==> src/rtl/meas_batch_accum_if.sv <==
// Handshake and data bundle between the batch accumulator and its producer/consumer.
interface meas_batch_accum_if #(
  parameter int unsigned DATA_W = 32,
  parameter int unsigned LOG2_N = 4
);
  logic                     start_i;
  logic [DATA_W-1:0]        sample_i;
  logic                     sample_valid_i;
  logic                     busy_o;
  logic                     done_valid_o;
  logic                     done_ready_i;
  logic [DATA_W+LOG2_N-1:0] sum_o;
  logic [DATA_W-1:0]        avg_o;
  logic [DATA_W-1:0]        min_o;
  logic [DATA_W-1:0]        max_o;
  logic                     overrun_o;

  // Accumulator side.
  modport slave (
    input  start_i, sample_i, sample_valid_i, done_ready_i,
    output busy_o, done_valid_o, sum_o, avg_o, min_o, max_o, overrun_o
  );

  // Producer/consumer side.
  modport master (
    output start_i, sample_i, sample_valid_i, done_ready_i,
    input  busy_o, done_valid_o, sum_o, avg_o, min_o, max_o, overrun_o
  );
endinterface

==> src/rtl/meas_batch_accum.sv <==
// Reduces a batch of 2^LOG2_N unsigned samples into sum/avg/min/max and
// presents the result through a valid/ready handshake.
module meas_batch_accum #(
  parameter int unsigned DATA_W = 32,
  parameter int unsigned LOG2_N = 4
) (
  input logic                 clk_i,
  input logic                 rst_i,
  meas_batch_accum_if.slave   bus
);
  localparam int unsigned SumW = DATA_W + LOG2_N;
  localparam int unsigned N    = 1 << LOG2_N;
  localparam logic [LOG2_N:0] CntLast = (LOG2_N + 1)'(N - 1);

  typedef enum logic [1:0] {StIdle, StAccum, StHold} state_e;

  state_e              state_q, state_d;
  logic [LOG2_N:0]     cnt_q, cnt_d;
  logic [SumW-1:0]     sum_q, sum_d;
  logic [DATA_W-1:0]   min_q, min_d;
  logic [DATA_W-1:0]   max_q, max_d;
  logic                overrun_q, overrun_d;
  logic                busy_q, busy_d;
  logic                done_q, done_d;

  // Next-state: batch clear on start, reduction in ACCUM, handshake and overrun in HOLD.
  always_comb begin
    state_d   = state_q;
    cnt_d     = cnt_q;
    sum_d     = sum_q;
    min_d     = min_q;
    max_d     = max_q;
    overrun_d = overrun_q;
    unique case (state_q)
      StIdle: begin
        if (bus.start_i) begin
          state_d   = StAccum;
          cnt_d     = '0;
          sum_d     = '0;
          min_d     = '1;
          max_d     = '0;
          overrun_d = 1'b0;
        end
      end
      StAccum: begin
        if (bus.start_i) begin
          // Restart wins over a coincident sample.
          cnt_d     = '0;
          sum_d     = '0;
          min_d     = '1;
          max_d     = '0;
          overrun_d = 1'b0;
        end else if (bus.sample_valid_i) begin
          cnt_d = cnt_q + 1'b1;
          sum_d = sum_q + {{LOG2_N{1'b0}}, bus.sample_i};
          if (bus.sample_i < min_q) min_d = bus.sample_i;
          if (bus.sample_i > max_q) max_d = bus.sample_i;
          if (cnt_q == CntLast) state_d = StHold;
        end
      end
      StHold: begin
        // No back-pressure upstream: a sample here is lost, so flag it.
        if (bus.sample_valid_i) overrun_d = 1'b1;
        if (bus.done_ready_i) state_d = StIdle;
      end
      default: state_d = StIdle;
    endcase
    busy_d = (state_d == StAccum);
    done_d = (state_d == StHold);
  end

  // State and registered outputs, synchronous reset.
  always_ff @(posedge clk_i) begin
    if (rst_i) begin
      state_q   <= StIdle;
      cnt_q     <= '0;
      sum_q     <= '0;
      min_q     <= '0;
      max_q     <= '0;
      overrun_q <= 1'b0;
      busy_q    <= 1'b0;
      done_q    <= 1'b0;
    end else begin
      state_q   <= state_d;
      cnt_q     <= cnt_d;
      sum_q     <= sum_d;
      min_q     <= min_d;
      max_q     <= max_d;
      overrun_q <= overrun_d;
      busy_q    <= busy_d;
      done_q    <= done_d;
    end
  end

  assign bus.busy_o       = busy_q;
  assign bus.done_valid_o = done_q;
  assign bus.sum_o        = sum_q;
  assign bus.avg_o        = sum_q[SumW-1:LOG2_N];
  assign bus.min_o        = min_q;
  assign bus.max_o        = max_q;
  assign bus.overrun_o    = overrun_q;
endmodule

==> src/flat_wrapper.sv <==
// flat-port wrapper written by rule: the top's interface ports become plain ports
module meas_batch_accum_flat 
#(
  parameter int unsigned DATA_W = 32,
  parameter int unsigned LOG2_N = 4
)
  (clk_i, rst_i, bus_start_i, bus_sample_i, bus_sample_valid_i, bus_done_ready_i, bus_busy_o, bus_done_valid_o, bus_sum_o, bus_avg_o, bus_min_o, bus_max_o, bus_overrun_o);
  meas_batch_accum_if #(.DATA_W(DATA_W), .LOG2_N(LOG2_N)) bus_i ();
  input logic clk_i;
  input logic rst_i;
  input wire logic [$bits(bus_i.start_i)-1:0] bus_start_i;
  input wire logic [$bits(bus_i.sample_i)-1:0] bus_sample_i;
  input wire logic [$bits(bus_i.sample_valid_i)-1:0] bus_sample_valid_i;
  input wire logic [$bits(bus_i.done_ready_i)-1:0] bus_done_ready_i;
  output wire logic [$bits(bus_i.busy_o)-1:0] bus_busy_o;
  output wire logic [$bits(bus_i.done_valid_o)-1:0] bus_done_valid_o;
  output wire logic [$bits(bus_i.sum_o)-1:0] bus_sum_o;
  output wire logic [$bits(bus_i.avg_o)-1:0] bus_avg_o;
  output wire logic [$bits(bus_i.min_o)-1:0] bus_min_o;
  output wire logic [$bits(bus_i.max_o)-1:0] bus_max_o;
  output wire logic [$bits(bus_i.overrun_o)-1:0] bus_overrun_o;
  assign bus_i.start_i = bus_start_i;
  assign bus_i.sample_i = bus_sample_i;
  assign bus_i.sample_valid_i = bus_sample_valid_i;
  assign bus_i.done_ready_i = bus_done_ready_i;
  assign bus_busy_o = bus_i.busy_o;
  assign bus_done_valid_o = bus_i.done_valid_o;
  assign bus_sum_o = bus_i.sum_o;
  assign bus_avg_o = bus_i.avg_o;
  assign bus_min_o = bus_i.min_o;
  assign bus_max_o = bus_i.max_o;
  assign bus_overrun_o = bus_i.overrun_o;
  meas_batch_accum #(.DATA_W(DATA_W), .LOG2_N(LOG2_N)) u_core (.clk_i(clk_i), .rst_i(rst_i), .bus(bus_i));
endmodule
==> config.mk <==
export PLATFORM = sky130hd
export DESIGN_NAME = meas_batch_accum_flat
export DESIGN_NICKNAME = d
export VERILOG_FILES = /design/src/rtl/meas_batch_accum_if.sv /design/src/rtl/meas_batch_accum.sv /design/src/flat_wrapper.sv
export SDC_FILE = /design/constraint.sdc
export NUM_CORES = 1
export LEC_CHECK = 0
export ABC_AREA = 0
export BUFFER_PORTS_ARGS = -buffer_cell sky130_fd_sc_hd__clkbuf_2
export CORE_MARGIN = 2
export CORE_UTILIZATION = 45
export CTS_CLUSTER_DIAMETER = 50
export DETAILED_ROUTE_END_ITERATION = 8
export PLACE_DENSITY = 0.72
export SETUP_SLACK_MARGIN = 0.4
export SYNTH_ARGS = -nofsm -noshare
export SYNTH_HDL_FRONTEND = slang
export SYNTH_SLANG_ARGS = --single-unit
==> constraint.sdc <==
create_clock -name clk_i -period 2.8 [get_ports clk_i]
set_clock_uncertainty 0.2 [all_clocks]
set_input_delay 0.56 -clock clk_i [delete_from_list [all_inputs] [get_ports clk_i]]
set_output_delay 0.56 -clock clk_i [all_outputs]
set_load 0.02 [all_outputs]
* After elaboration in Yosys (flattened, before gate mapping) *
Index checks and enable logic that the tools add are counted.

storage, ports and cells
  flip-flop bits (word level) = 110
  input bits = 37
  output and inout bits = 135
  logic and storage cells = 58

cells by class
  $add $sub $neg = 2
  magnitude comparators = 2
  eq/ne operators = 11
  multiplexer cells = 27
  reduce and logical (&&, ||, !) cells = 8

operators by type and width
  kind                   number
  $mux W32               8
  $pmux W32 S2           2
  $mux W36               3
  $pmux W36 S2           1
  $add A36 B32 Y36       1
  $gt A32 B32 Y1         1
  $lt A32 B32 Y1         1
  $mux W5                3
  $mux W2                5
  $pmux W5 S2            1
  $reduce_and A4 Y1      2
  $ne A3 B2 Y1 const B   2
  $pmux W2 S3            1
  $reduce_and A3 Y1      2
  $add A5 B1 Y5 const B  1
  $eq A5 B4 Y1 const B   1
  $eq A2 B1 Y1 const B   2
  $eq A2 B2 Y1 const B   2
  $ne A2 B2 Y1 const B   2
  $reduce_bool A2 Y1     2
  $ne A3 B3 Y1 const B   1
  $logic_not A2 Y1       1
  $mux W1                2
  $ne A2 B1 Y1 const B   1
  other kinds (2)        2

* Depth between registers and ports, before layout *
Gate-level depths: netlist of the first run.

  word-level depth = 6
  gate-level depth with buffers = 11
  depth with buffers taken out = 10

* Worst setup path before layout of the first run *
OpenSTA, ideal clock, no wires.

  path type = in2reg
  start = input port bus_sample_i[0]
  end = register u_core.sum_q[32] (netlist: u_core.bus.sum_o[32])
  arrival = 2770 ps
  slack = -249 ps
  stages = 10
  buffers on the path = 0
  cell sequence = ha_1 > fa_1 > a21o_1 > a221o_1 > nand2_1 > a311o_1 > o31a_1 > nor4_1 > or4b_1 > o211ai_1

between the ends
  longest elaborated chain between the ends = 4

ends and longest elaborated chain
  item                  RTL line                RTL
  from (decl)           flat_wrapper.sv:12      input wire logic [$bits(bus_i.sample_i)-1:0] bus_sample_i;
  $add A36 B32 Y36      meas_batch_accum.sv:55  sum_d = sum_q + {{LOG2_N{1'b0}}, bus.sample_i};
  $mux W36              meas_batch_accum.sv:53  end else if (bus.sample_valid_i) begin
  $mux W36              meas_batch_accum.sv:46  if (bus.start_i) begin
  $pmux W36 S2          meas_batch_accum.sv:34  unique case (state_q)
  to (signal assigned)  meas_batch_accum.sv:86  sum_q <= sum_d;
  to (decl)             meas_batch_accum.sv:19  logic [SumW-1:0] sum_q, sum_d;

No other way between the ends. The select of a mux whose other input is x is not followed.
A chain may end at the register's enable or synchronous reset.

* Final worst setup path of the first run *
  start = register u_core.min_q[15] (netlist: u_core.bus.min_o[15])
  end = register u_core.min_q[14] (netlist: u_core.bus.min_o[14])

between the ends
  longest elaborated chain between the ends = 3

ends and longest elaborated chain
  item                                RTL line                RTL
  from (decl)                         meas_batch_accum.sv:20  logic [DATA_W-1:0] min_q, min_d;
  from (signal assigned)              meas_batch_accum.sv:87  min_q <= min_d;
  $lt A32 B32 Y1                      meas_batch_accum.sv:56  if (bus.sample_i < min_q) min_d = bus.sample_i;
  $ne A3 B2 Y1 (no source line)       --
  $reduce_and A4 Y1 (no source line)  --

No other way between the ends.

==> impl_metrics.env, run 1 <==
export IMPL_drt_initial_drc_count=396
export IMPL_die_area_mm2=0.0183
export IMPL_initial_core_util_pct=45.4
export IMPL_setup_slack_ns=0.00509
export IMPL_drive_above_1_share_pct=45.0
export IMPL_synth_async_reset_ratio_pct=0
export IMPL_cts_tree="built"
export IMPL_setup_violations=0
export IMPL_synth_edf_count=0
export IMPL_cp_arrival_ns=2.84
export IMPL_yosysTopAreaCell="dfxtp_1"
export IMPL_rows=48
export IMPL_path_clk_slew_ns=0.08
export IMPL_num_vias=8395
export IMPL_worstSetupEndpointType="register"
export IMPL_ctsHtreeMaxLevel=3
export IMPL_nNetsFinal=1398
export IMPL_ys_warn_count=0
export IMPL_numPortBuffers=171
export IMPL_period_needed_ns=2.79
export IMPL_max_freq_ghz=0.358
export IMPL_rsz0062_at_grt="true"
export IMPL_status="complete, no violations"
export IMPL_insertion_delay_ns=0.37
export IMPL_placed_cells=1414
export IMPL_worstHoldPathCells=2
export IMPL_crit_type="reg2reg"
export IMPL_syn_to_final_growth_pct=52.0
export IMPL_maxSlewHeadroom_pct=40.4
export IMPL_ant_nets=0
export IMPL_syn_inst=943
export IMPL_yosysSeqAreaShare_pct=28.3
export IMPL_fin_cells=1493
export IMPL_syn_area_per_cell_um2=8.24
export IMPL_grt_start_max_net_pins=34
export IMPL_ir_drop_uv=379
export IMPL_holdCritPathClass="reg2reg"
export IMPL_firstDrtPassIters=5
export IMPL_wl_per_cell_um=18.4
export IMPL_grt_pass1_wl_mm=41.5
export IMPL_gp_congestion=0.925
export IMPL_routed_wl_mm=27.5
export IMPL_start_kind="register"
export IMPL_netlist_top_cells_count="nand2_1 (125), dfxtp_1 (110), ha_1 (97), a21oi_1 (95), inv_1 (73)"
export IMPL_grt_total_usage_pct=28.7
export IMPL_cts_hold_buf=0
export IMPL_reg2regPathDepth=16
export IMPL_ff2ff_setup_slack_ns=0.005
export IMPL_finalHoldViolations=0
export IMPL_worstReg2RegEnd="u_core.bus.min_o[14]"
export IMPL_yosys_cell_types_count=70
export IMPL_fin_crit_sh_pct=99.8
export IMPL_leakage_nw=5.29
export IMPL_viasPerCell=5.62
export IMPL_chipWidth_um=135
export IMPL_cts_sinks=110
export IMPL_drv_cap=0
export IMPL_r2r_start="u_core.bus.min_o[15]"
export IMPL_syn_area_mm2=0.00777
export IMPL_drc=0
export IMPL_boundaryPins=172
export IMPL_worst_pin_slew_ns=0.890
export IMPL_yosys_area_top_type_share_pct=28.3
export IMPL_hp_start="u_core.cnt_q[4]"
export IMPL_overflow=0
export IMPL_slew_viol_final=0
export IMPL_yosysMostFrequentCell="nand2_1"
export IMPL_grt_antenna_before_repair=0
export IMPL_die_y_um=135
export IMPL_setup_tns_ns=0
export IMPL_utilization_pct=69.0
export IMPL_min_to="u_core.cnt_q[4]"
export IMPL_detailedPlace_worstSlack_ns=-0.360
export IMPL_syn_num_nets=1078
export IMPL_numCtsBuffers=9
export IMPL_synth_area_leaders="dfxtp_1 (28%), ha_1 (16%), mux2i_1 (8.2%)"
export IMPL_power_density_mw_per_mm2=409
export IMPL_core_mm2=0.0171
export IMPL_grt_pass1_vias=8267
export IMPL_critPathRequiredTime_ns=2.85
export IMPL_crit_fanout=6
export IMPL_cts_root_buf="clkbuf_16"
export IMPL_synth_seq_cells=110
export IMPL_cts_buffer_depth=2
export IMPL_post_dp_hpwl_mm=18.0
export IMPL_antenna_cells=0
export IMPL_synth_ff_type="dfxtp_1"
-- how the worst max path moves through the flow --
| stage | start | to | slack (ns) | depth (start not counted) |
|---|---|---|---|---|
| after floorplan | bus_sample_i[0] | u_core.bus.sum_o[32] | -0.13 | 10 |
| after global placement | bus_sample_i[0] | u_core.bus.sum_o[24] | -0.32 | 11 |
| after global routing | u_core.bus.min_o[25] | u_core.bus.min_o[19] | -0.09 | 12 |
| after CTS | u_core.bus.sum_o[0] | u_core.bus.sum_o[32] | 0.06 | 10 |
| after detailed placement | bus_sample_i[0] | u_core.bus.sum_o[24] | -0.36 | 11 |
| final | u_core.bus.min_o[15] | u_core.bus.min_o[14] | 0.005 | 16 |
-- layout by cell type (no fill, tap or decap), drive strengths merged, types with 7 or more instances in the layout --
cell type  instances
nand4             23
o21bai             7
nor4               7
a21oi             96
mux2i             64
a21o              26
dfxtp            110
o21a               8
a22oi              7
o21ai             40
ha                97
buf              215
inv               75
xnor2             12
nand3             22
nand2b             7
xor2              17
nor3               8
clkbuf           181
nor2              36
nand2            125
-- flip-flops by register name, indices dropped and copies added, names as in the netlist --
name                     count
u_core.bus.min_o            32
u_core.bus.done_valid_o      1
u_core.bus.sum_o            36
u_core.bus.max_o            32
u_core.bus.overrun_o         1
u_core.cnt_q                 5
u_core.state_q               2
u_core.bus.busy_o            1
-- metrics by stage --
step	instance area (um2)	hold WS, ns	power, mW
floorplan	8020	0.232	2.50
global placement	9900	0.239	2.95
detailed placement	9900	0.245	2.98
CTS	11400	0.253	4.70
global route	11800	0.271	5.03
finish	11800	0.255	4.83
-- layer usage --
layer / part of all wire [%] / global-route usage [%] / vias to the layer above
met5: 0 / 0 / -
met4: 3.7 / 11.9 / 0
met3: 6.3 / 6.02 / 79
met2: 49 / 50.6 / 338
met1: 41 / 34.0 / 4015
li1: - / - / 3963
-- cell type report --
type                       instances  area [um2]
clock buffer                      10         229
clock inverter                     6        92.6
timing repair buffer             386        2840
tap                              225         282
multi-input combinational        683        5850
inverter                          73         274
fill                            1241        5300
sequential                       110        2250
-- power breakdown --
part | switching (mW) | internal, mW
Combinational | 0.852 | 0.826
Sequential | 0.0631 | 1.64
Clock | 0.653 | 0.794
-- kinds of logic (layout without fill, tap and decap cells) --
| logic type | after synthesis | after routing | share of synthesized area, % |
|---|---|---|---|
| buf+inv | 150 | 475 | 9.45 |
| compound gates | 235 | 235 | 19.4 |
| fa+ha+maj | 98 | 98 | 15.9 |
| simple gates | 257 | 257 | 15.5 |
| xor+xnor | 29 | 29 | 3.27 |
| flops | 110 | 110 | 28.3 |
| mux | 64 | 64 | 8.24 |
-- what timing repair did --
action / CTS / global route
resized for setup: 150 / 70
endpoints found under the setup margin: 86 / 91
pin swaps: 73 / 46
buffers inserted: 43 / 15
cloned: 4 / 1
-- critical path: stages (launching register included) --
cell and delay [ns]:
dfxtp_2 0.33, inv_1 0.06, ha_4 0.26, nand2_1 0.06, buf_4 0.13, buf_4 0.12, buf_4 0.12, buf_4 0.12
buf_4 0.12, nor2_1 0.13, nand2_1 0.12, nand4_1 0.15, o211ai_4 0.15, buf_6 0.17, buf_16 0.13, mux2i_2 0.19
a21oi_1 0.08
Note: power is estimated with default switching activity, not from simulation.
==> run 2: changes to the inputs <==
--- a/config.mk
+++ b/config.mk
@@ -8,10 +8,10 @@
 export ABC_AREA = 0
 export BUFFER_PORTS_ARGS = -buffer_cell sky130_fd_sc_hd__clkbuf_2
 export CORE_MARGIN = 2
-export CORE_UTILIZATION = 45
+export CORE_UTILIZATION = 50
 export CTS_CLUSTER_DIAMETER = 50
 export DETAILED_ROUTE_END_ITERATION = 8
-export PLACE_DENSITY = 0.72
+export PLACE_DENSITY = 0.78
 export SETUP_SLACK_MARGIN = 0.4
 export SYNTH_ARGS = -nofsm -noshare
 export SYNTH_HDL_FRONTEND = slang
==> run 2 against run 1 <==
Net effect:
- die area fell by 9.7%
- total power rose by 2.7%
- sequential power barely moved
- global-route usage rose by 3.8 points
- the flow now finishes with violations (negative setup slack)
- first-iteration DRC count rose by 150%
- combinational power rose by 15%
- via count rose by 12%
- hold slack improved by 0.018 ns
- sequential cell count did not move
==> impl_metrics.env, run 2 (synthesis gave the netlist of run 1 again) <==
export IMPL_fin_crit_sh_pct=106
export IMPL_ff2ff_setup_slack_ns=-0.18
export IMPL_worstReg2RegEnd="u_core.bus.sum_o[17]"
export IMPL_numCtsBuffers=9
export IMPL_hp_start="u_core.bus.max_o[24]"
export IMPL_cts_buffer_depth=2
export IMPL_worst_pin_slew_ns=0.750
export IMPL_cts_sinks=110
export IMPL_path_clk_slew_ns=0.09
export IMPL_critPathRequiredTime_ns=2.88
export IMPL_grt_pass1_wl_mm=42.2
export IMPL_seq_area_mm2=0.00227
export IMPL_initial_core_util_pct=51.1
export IMPL_insertion_delay_ns=0.40
export IMPL_fill_cells=749
export IMPL_firstDrtPassIters=5
export IMPL_core_mm2=0.0152
export IMPL_post_dp_hpwl_mm=18.0
export IMPL_cp_arrival_ns=3.06
export IMPL_final_cell_mix="buf_4 (170), clkbuf_2 (152), nand2_1 (121), a21oi_1 (74), dfxtp_1 (63)"
export IMPL_cts_root_buf="clkbuf_16"
export IMPL_worstSetupEndpointType="register"
export IMPL_grt_pass1_vias=8238
export IMPL_r2r_start="u_core.bus.sum_o[4]"
export IMPL_ant_nets=0
export IMPL_syn_to_final_growth_pct=58.4
export IMPL_drc=0
export IMPL_drv_cap=0
export IMPL_largest_reg_flops=36
export IMPL_ir_drop_uv=387
export IMPL_multiInputGateArea_mm2=0.00625
export IMPL_final_common_cell="buf_4"
export IMPL_nNetsFinal=1409
export IMPL_numPortBuffers=171
export IMPL_slew_viol_final=0
export IMPL_antenna_cells=0
export IMPL_grt_total_usage_pct=32.5
export IMPL_ctsHtreeMaxLevel=3
export IMPL_holdCritPathClass="reg2reg"
export IMPL_utilization_pct=81.0
export IMPL_placed_area_mm2=0.00987
export IMPL_drt_initial_drc_count=971
export IMPL_setup_slack_ns=-0.179
export IMPL_worstHoldPathCells=2
export IMPL_setup_tns_ns=-1.04
export IMPL_grt_antenna_before_repair=0
export IMPL_crit_fanout=4
export IMPL_final_cell_area_mm2=0.0123
export IMPL_cts_tree="built"
export IMPL_reg2regPathDepth=11
export IMPL_drive_above_1_share_pct=50.3
export IMPL_wl_per_cell_um=23.9
export IMPL_cts_hold_buf=0
export IMPL_crit_type="reg2reg"
export IMPL_boundaryPins=172
export IMPL_rsz0062_at_grt="true"
export IMPL_leakage_nw=5.41
export IMPL_maxSlewHeadroom_pct=49.5
export IMPL_power_density_mw_per_mm2=403
export IMPL_routed_wl_mm=35.0
export IMPL_finalHoldViolations=0
export IMPL_violations="negative setup slack"
export IMPL_overflow=0
export IMPL_period_needed_ns=2.98
export IMPL_die_area_mm2=0.0166
export IMPL_status="finished with violations"
export IMPL_chipWidth_um=129
export IMPL_rows=45
export IMPL_gp_congestion=0.962
export IMPL_grt_start_max_net_pins=41
export IMPL_max_freq_ghz=0.336
export IMPL_die_y_um=129
export IMPL_min_to="u_core.bus.max_o[24]"
export IMPL_num_vias=9424
export IMPL_setup_violations=21
export IMPL_start_kind="register"
export IMPL_viasPerCell=6.43
==> run 2: repair_timing <==
item | CTS | global route
gates cloned | 5 | 0
hold endpoints to repair | 0 | 0
setup endpoints to repair | 87 | 91
gates resized for setup | 155 | 184
pin swaps | 74 | 80
setup buffers | 39 | 30
==> run 2: worst max path at each step <==
stage	slack (ns)	depth (start not counted)	end	start
after floorplan	-0.13	10	u_core.bus.sum_o[32]	bus_sample_i[0]
after global placement	-0.32	11	u_core.bus.sum_o[24]	bus_sample_i[0]
after detailed placement	-0.40	11	u_core.bus.sum_o[24]	bus_sample_i[0]
after CTS	0.03	10	u_core.bus.sum_o[32]	u_core.bus.sum_o[0]
after global routing	-0.21	11	u_core.bus.sum_o[17]	u_core.bus.sum_o[4]
final	-0.18	11	u_core.bus.sum_o[17]	u_core.bus.sum_o[4]
==> run 2: metrics by stage <==
stage	hold WS [ns]	setup WS (ns)	std cells	power, mW
after floorplan	0.232	-0.127	943	2.50
after detailed placement	0.264	-0.396	1377	2.99
after global placement	0.239	-0.320	1377	2.95
after CTS	0.278	0.0330	1436	4.55
after global routing	0.308	-0.211	1466	5.08
final	0.273	-0.179	1466	4.96
==> run 2: layer usage <==
| metal | GRT usage, % | wire length [um] | vias up |
|---|---|---|---|
| met5 | 0 | 0 | - |
| met4 | 17.9 | 3150 | 0 |
| met3 | 5.07 | 3860 | 270 |
| met2 | 55.6 | 16000 | 782 |
| met1 | 39.2 | 11900 | 4389 |
| li1 | - | - | 3983 |
==> run 2: critical path: stages, from the launching register on <==
cell and delay (ns):
dfxtp_4 0.36, ha_4 0.28, o211a_1 0.18, a21oi_4 0.07, a2111oi_4 0.37, buf_4 0.22, o21ai_4 0.06, o21ai_1 0.45
buf_4 0.26, a31oi_4 0.11, xor2_1 0.20, o21ai_1 0.10
==> run 2: area by class of cell <==
cell class / count / share of cell area [%]
clock buffer: 11 / 1.97
clock inverter: 4 / 0.264
inverter: 73 / 2.23
multi-input combinational: 683 / 50.8
sequential: 110 / 18.4
tap: 188 / 1.91
timing repair buffer: 397 / 24.4
==> run 2: power breakdown <==
| group | internal (mW) | switching [mW] | leakage (nW) |
|---|---|---|---|
| Sequential | 1.64 | 0.0684 | 0.916 |
| Clock | 0.632 | 0.693 | 0.134 |
| Combinational | 0.928 | 0.998 | 4.36 |
==> run 3: changes to the inputs <==
--- a/config.mk
+++ b/config.mk
@@ -11,7 +11,7 @@
 export CORE_UTILIZATION = 50
 export CTS_CLUSTER_DIAMETER = 50
 export DETAILED_ROUTE_END_ITERATION = 8
-export PLACE_DENSITY = 0.78
+export PLACE_DENSITY_LB_ADDON = 0.15
 export SETUP_SLACK_MARGIN = 0.4
 export SYNTH_ARGS = -nofsm -noshare
 export SYNTH_HDL_FRONTEND = slang
==> run 3 against run 2 <==
Net effect:
- the flow still finishes with violations (negative setup slack)
- final cell count fell by 1.4%
- sequential cell count did not move
- via count fell by 13%
- global-route usage fell by 2.5 points
- worst setup slack improved by 0.15 ns
- clock-buffer cell count rose by 1
- clock power barely moved
- cell area fell by 5.7%
- register-to-register slack improved by 0.15 ns
- routed wire length fell by 24%
==> impl_metrics.env, run 3 (synthesis gave the netlist of run 1 again) <==
export IMPL_holdCritPathClass="in2reg"
export IMPL_cts_root_buf="clkbuf_16"
export IMPL_period_needed_ns=2.83
export IMPL_critPathRequiredTime_ns=2.89
export IMPL_violations="negative setup slack"
export IMPL_finalHoldViolations=0
export IMPL_die_y_um=129
export IMPL_grt_total_usage_pct=30.0
export IMPL_grt_start_max_net_pins=33
export IMPL_power_density_mw_per_mm2=401
export IMPL_initial_core_util_pct=51.1
export IMPL_syn_to_final_growth_pct=49.3
export IMPL_drive_above_1_share_pct=44.6
export IMPL_cts_sinks=110
export IMPL_drv_cap=0
export IMPL_leakage_nw=5.23
export IMPL_wl_per_cell_um=18.3
export IMPL_max_freq_ghz=0.354
export IMPL_detailedPlace_worstSlack_ns=-0.343
export IMPL_p_sw_mw=1.53
export IMPL_overflow=0
export IMPL_num_vias=8216
export IMPL_viasPerCell=5.69
export IMPL_cp_arrival_ns=2.92
export IMPL_intPower_mw=3.12
export IMPL_numCtsBuffers=9
export IMPL_largest_reg_flops=36
export IMPL_numPortBuffers=171
export IMPL_rsz0062_at_grt="true"
export IMPL_fin_crit_sh_pct=101
export IMPL_die_area_mm2=0.0166
export IMPL_grt_pass1_wl_mm=39.2
export IMPL_switching_share_pct=32.9
export IMPL_crit_type="reg2reg"
export IMPL_ctsHtreeMaxLevel=3
export IMPL_cts_buffer_depth=2
export IMPL_rows=45
export IMPL_nNetsFinal=1387
export IMPL_grt_antenna_before_repair=0
export IMPL_ir_drop_uv=403
export IMPL_antenna_cells=0
export IMPL_placed_area_mm2=0.00982
export IMPL_core_mm2=0.0152
export IMPL_maxSlewHeadroom_pct=66.2
export IMPL_comb_power_share_pct=35.2
export IMPL_insertion_delay_ns=0.36
export IMPL_placed_cells=1374
export IMPL_pwr_share_seq_pct=36.5
export IMPL_design_power_total_mw=4.65
export IMPL_start_kind="register"
export IMPL_path_clk_slew_ns=0.07
export IMPL_drt_initial_drc_count=553
export IMPL_routed_wl_mm=26.4
export IMPL_fin_cells=1445
export IMPL_final_cell_area_mm2=0.0116
export IMPL_final_cell_mix="buf_4 (164), clkbuf_2 (160), nand2_1 (121), a21oi_1 (79), dfxtp_1 (78)"
export IMPL_chipWidth_um=129
export IMPL_setup_violations=3
export IMPL_firstDrtPassIters=5
export IMPL_holdWs_ns=0.266
export IMPL_final_common_cell="buf_4"
export IMPL_cts_hold_buf=0
export IMPL_worst_pin_slew_ns=0.505
export IMPL_grt_pass1_vias=7763
export IMPL_status="finished with violations"
export IMPL_ant_nets=0
export IMPL_drc=0
export IMPL_setup_slack_ns=-0.0286
export IMPL_cts_tree="built"
export IMPL_gp_congestion=0.896
export IMPL_clkPwrFrac_pct=28.3
export IMPL_slew_viol_final=0
export IMPL_crit_fanout=3
export IMPL_boundaryPins=172
export IMPL_worstSetupEndpointType="register"
export IMPL_post_dp_hpwl_mm=17.5
-- run 3: worst max-delay path: stages, from the launching register on --
cell,delay [ns]
dfxtp_2,0.33
ha_4,0.16
fa_2,0.34
a21o_1,0.20
a221o_1,0.40
nand2_1,0.11
a311o_1,0.23
o31a_1,0.16
nor4_1,0.05
or4b_1,0.48
o211ai_1,0.09
-- run 3: stage by stage --
stage,utilization [%],setup TNS (ns)
3_5_place_dp,64.6,-16.44
2_1_floorplan,-,-0.141
4_1_cts,73.1,0
6_report,76.4,-0.0586
5_1_grt,76.4,-1.60
3_3_place_gp,64.6,-14.53
-- run 3: area by class of cell --
| cell class | instances | area [um2] |
|---|---|---|
| well taps | 188 | 235 |
| inverters | 73 | 274 |
| fillers | 1020 | 3590 |
| repair buffers | 375 | 2730 |
| multi-input cells | 683 | 5830 |
| clock inverters | 4 | 30.0 |
| clock buffers | 12 | 267 |
| flip-flops and latches | 110 | 2250 |
-- run 3: path summary, 6_finish.rpt --
| kind | start | to | slack (ns) | cells after the start |
|---|---|---|---|---|
| hold reg to reg | u_core.bus.max_o[1] | u_core.bus.max_o[1] | 0.27 | 2 |
| setup / recovery | u_core.bus.sum_o[0] | u_core.bus.sum_o[32] | -0.03 | 10 |
| setup reg to reg | u_core.bus.sum_o[0] | u_core.bus.sum_o[32] | -0.03 | 10 |
| hold / removal | rst_i | u_core.bus.sum_o[11] | 0.27 | 2 |
-- run 3: what timing repair did --
item / 4_1_cts / 5_1_grt
pin swaps: 65 / 55
cloned: 3 / 1
setup buffers: 34 / 17
hold endpoints to repair: 0 / 0
setup endpoints to repair: 87 / 92
resized for setup: 140 / 79
-- run 3: power by group through the flow --
| stage | logic, mW | clock network [mW] | registers [mW] |
|---|---|---|---|
| 6_report | 1.64 | 1.32 | 1.70 |
| 3_3_place_gp | 1.21 | 0 | 1.73 |
| 4_1_cts | 1.47 | 1.33 | 1.70 |
| 2_1_floorplan | 0.700 | 0 | 1.80 |
| 5_1_grt | 1.75 | 1.39 | 1.71 |
| 3_5_place_dp | 1.23 | 0 | 1.73 |
-- run 3: metal layers --
metal  wire length (um)  track usage (%)  share of wire (%)  vias to the layer above
li1                   -                -                  -                     3933
met1              10700             36.8                 40                     3883
met2              13200             53.3                 50                      336
met3               1660             5.03                6.3                       64
met4                895             10.4                3.4                        0
met5                  0                0                  0                        -
